`config.mk`:
```
export PLATFORM = sky130hd
export DESIGN_NAME = ads127l01_sck_gen
export DESIGN_NICKNAME = d
export VERILOG_FILES = /design/src/rtl/ads127l01_pkg.sv /design/src/rtl/ads127l01_sck_gen.sv
export SDC_FILE = /design/constraint.sdc
export NUM_CORES = 1
export LEC_CHECK = 0
export ABC_AREA = 1
export CAP_MARGIN = 20
export CELL_PAD_IN_SITES_DETAIL_PLACEMENT = 0
export CELL_PAD_IN_SITES_GLOBAL_PLACEMENT = 1
export CORE_AREA = 4 4 41 43
export DETAILED_ROUTE_END_ITERATION = 10
export DIE_AREA = 0 0 45 47
export PLACE_DENSITY = 0.41
export SYNTH_ARGS = -nofsm -noshare
export SYNTH_HDL_FRONTEND = slang
export SYNTH_SLANG_ARGS = --single-unit
```
`constraint.sdc`:
```
create_clock -name aclk -period 2.67 [get_ports aclk]
set_clock_uncertainty 0.05 [all_clocks]
set_input_delay 0.267 -clock aclk [delete_from_list [all_inputs] [get_ports aclk]]
set_output_delay 0.267 -clock aclk [all_outputs]
set_load 0.01 [all_outputs]
```
`src/rtl/ads127l01_pkg.sv`:
```
// Shared widths and sample type for the ADS127L01 frame-sync master model.
package ads127l01_pkg;
  localparam int DATA_W   = 24;
  localparam int STATUS_W = 8;

  typedef logic signed [DATA_W-1:0] sample_t;
endpackage

```
`src/rtl/ads127l01_sck_gen.sv`:
```
// SCK phase counter: registered SCK level plus falling/rising-edge strobes.
// While adv is low the phase is held at 0, so SCK idles low.
module ads127l01_sck_gen
  import ads127l01_pkg::*;
#(
  parameter int SCK_HALF = 2,
  parameter int PH_W     = $clog2(2 * SCK_HALF)
) (
  input  logic            aclk,
  input  logic            areset,
  input  logic            adv,
  output logic [PH_W-1:0] ph,
  output logic            sck,
  output logic            sck_fall,
  output logic            sck_rise
);
  localparam logic [PH_W-1:0] PH_MAX  = PH_W'(2 * SCK_HALF - 1);
  localparam logic [PH_W-1:0] PH_HALF = PH_W'(SCK_HALF);

  logic [PH_W-1:0] ph_q, ph_d;
  logic            sck_q, sck_d;

  always_comb begin
    ph_d = '0;
    if (adv && ph_q != PH_MAX) begin
      ph_d = ph_q + 1'b1;
    end
    sck_d    = (ph_d >= PH_HALF);
    // Strobes mark the aclk edge on which SCK changes level.
    sck_fall = adv && (ph_q == PH_MAX);
    sck_rise = adv && (ph_q == PH_HALF - 1'b1);
  end

  always_ff @(posedge aclk or posedge areset) begin
    if (areset) begin
      ph_q  <= '0;
      sck_q <= 1'b0;
    end else begin
      ph_q  <= ph_d;
      sck_q <= sck_d;
    end
  end

  assign ph  = ph_q;
  assign sck = sck_q;
endmodule

```
==> results_dict.tcl <==
set metrics [dict create \
    total_power_mw 0.136 \
    fp-row-count 13 \
    gp_congestion 0.623 \
    drc 0 \
    drt_iter0_drc 6 \
    cts-root-buf "clkbuf_4" \
    firstDrtPassIters 2 \
    antenna_cells 0 \
    start_util_pct 9.23 \
    max-vdd-ir-drop_uv 179 \
    area_growth_pct 86.5 \
    clkLatencyLatePin_ps 220 \
    clockBufferDepth 2 \
    largest_reg_flops 2 \
    synth_cell_types 6 \
    ys_seq_elements 2 \
    path_clk_slew_ps 30 \
    ant_nets 0 \
    post_cts_buffers 0 \
    critPathCaptureType "primary output" \
    drive_gt1_share_pct 12.5 \
    synth-seq-area-share_pct 41.7 \
    routed_wl_um 266 \
    synthArstFlopShare_pct 100 \
    synth_top_cell_by_area "dfrtp_1" \
    yosysTopAreaCellShare_pct 41.7 \
    grt_setup_unrepaired "no" \
    grt_pass1_vias 131 \
    grt_overflow 0 \
    synthCells 15 \
    grt_usage_pct 3.87 \
    pin_count 8 \
    cts_buffers 3 \
    htree_levels 1 \
    worstPathRequired_ps 2350 \
    place_area_um2 201 \
    grt_start_max_net_pins 5 \
    critPathArrivalTime_ps 1430 \
    cp-start-kind "register" \
    post_drt_wl_per_cell_um 6.82 \
    hold_class "primary input to async pin" \
    die_h_um 47 \
    cts_hold_buffers 0 \
    cap_violations 0 \
    synth.area.top_cells "dfrtp_1, ha_1, inv_1" \
    die-width_um 45 \
    syn_area_um2 120 \
    multi_input_area_um2 43.8 \
    fin_setup_tns_ps 0 \
    final-seq-area_um2 50.0 \
    synth_top_cells_by_count "inv_1, nand2_1, dfrtp_1, ha_1, nor2_1" \
    nNetsFinal 31 \
    io_buffers 7 \
    core_area_um2 1300 \
    final.period_utilization_pct 65.4 \
    period_minus_slack_ps 1750 \
    synth_ff_type "dfrtp_1" \
    nFillCells 150 \
    grt_pass1_wl_um 496 \
    hold_ws_ps 152 \
    yosys_warnings 0 \
    dieArea_um2 2120 \
    max_freq_mhz 573 \
    leakagePower_nw 0.119 \
    drv_slew 0 \
    slew_headroom_pct 90.6 \
    r2r_cells 4 \
    avgSynthCellArea_um2 8.01 \
    yosysMostFrequentCell "inv_1" \
    setup_viol 0 \
    clock-sinks 2 \
    via_per_inst 2.87 \
    tightest_slew_ps 141 \
    status "finished clean" \
    cts_tree "built" \
    power.density_nw_per_um2 608 \
    vias 112 \
    synth_edf_count 0 \
    final_hold_viol_count 0 \
    finalInstanceArea_um2 224 \
    path_class "register to primary output" \
    antenna_found_initial 0 \
    syn_nets 20 \
    cp_max_fo 4 \
    ctsResizeCount 0 \
]
## final timing paths
kind	from	to	slack, ps
max in group asynchronous	areset	ph[0]$_DFF_PP0_	2310
worst max-delay path	ph[1]$_DFF_PP0_	sck_rise	920
worst min register to register	ph[0]$_DFF_PP0_	ph[0]$_DFF_PP0_	440
worst max register to register	ph[0]$_DFF_PP0_	ph[1]$_DFF_PP0_	1720
min in group aclk	ph[0]$_DFF_PP0_	ph[0]$_DFF_PP0_	440
worst min-delay path	areset	ph[1]$_DFF_PP0_	150
## cells in the final DEF, fill, tap and decap left out
| master | n |
|---|---|
| nand2_1 | 3 |
| dfrtp_1 | 2 |
| clkdlybuf4s50_1 | 7 |
| nor2_1 | 2 |
| ha_1 | 2 |
| inv_1 | 5 |
| clkbuf_4 | 3 |
## cells by family after synthesis
kind of cell / Yosys count / share of synthesized area, %
simple gates: 5 / 15.6
buf+inv: 6 / 21.9
flops: 2 / 41.7
fa+ha+maj: 2 / 20.8
## stage by stage
| step | util [%] | setup slack [ps] | std cells |
|---|---|---|---|
| floorplan | - | 1600 | 15 |
| global placement | 15.5 | 957 | 36 |
| detailed placement | 15.5 | 952 | 36 |
| CTS | 17.2 | 898 | 39 |
| global route | 17.2 | 811 | 39 |
| finish | 17.2 | 924 | 39 |
## critical path: stages (launching register included)
cell and delay, ps:
dfrtp_1 400, inv_1 70, ha_1 130, nand2_1 50, inv_1 50, clkdlybuf4s50_1 520
## cell type report
cell class                      instances  area share [%]
Multi-Input combinational cell          7            19.6
Tap cell                               15            8.38
Inverter                                5            8.38
Timing Repair Buffer                    7            31.3
Clock buffer                            3            10.1
Sequential cell                         2            22.3
## power breakdown
| part | internal, mW | switching, mW | total, mW |
|---|---|---|---|
| clock | 0.0495 | 0.0163 | 0.0658 |
| sequential | 0.0343 | 0.00402 | 0.0383 |
| combinational | 0.0191 | 0.0130 | 0.0320 |
| total | 0.103 | 0.0333 | 0.136 |
## layer usage
layer	part of all wire (%)	GRT usage, %
met4	0	5.26
met3	13	3.45
met2	29	3.39
met5	0	0
met1	57	4.33
(Power assumes the default switching activity.)
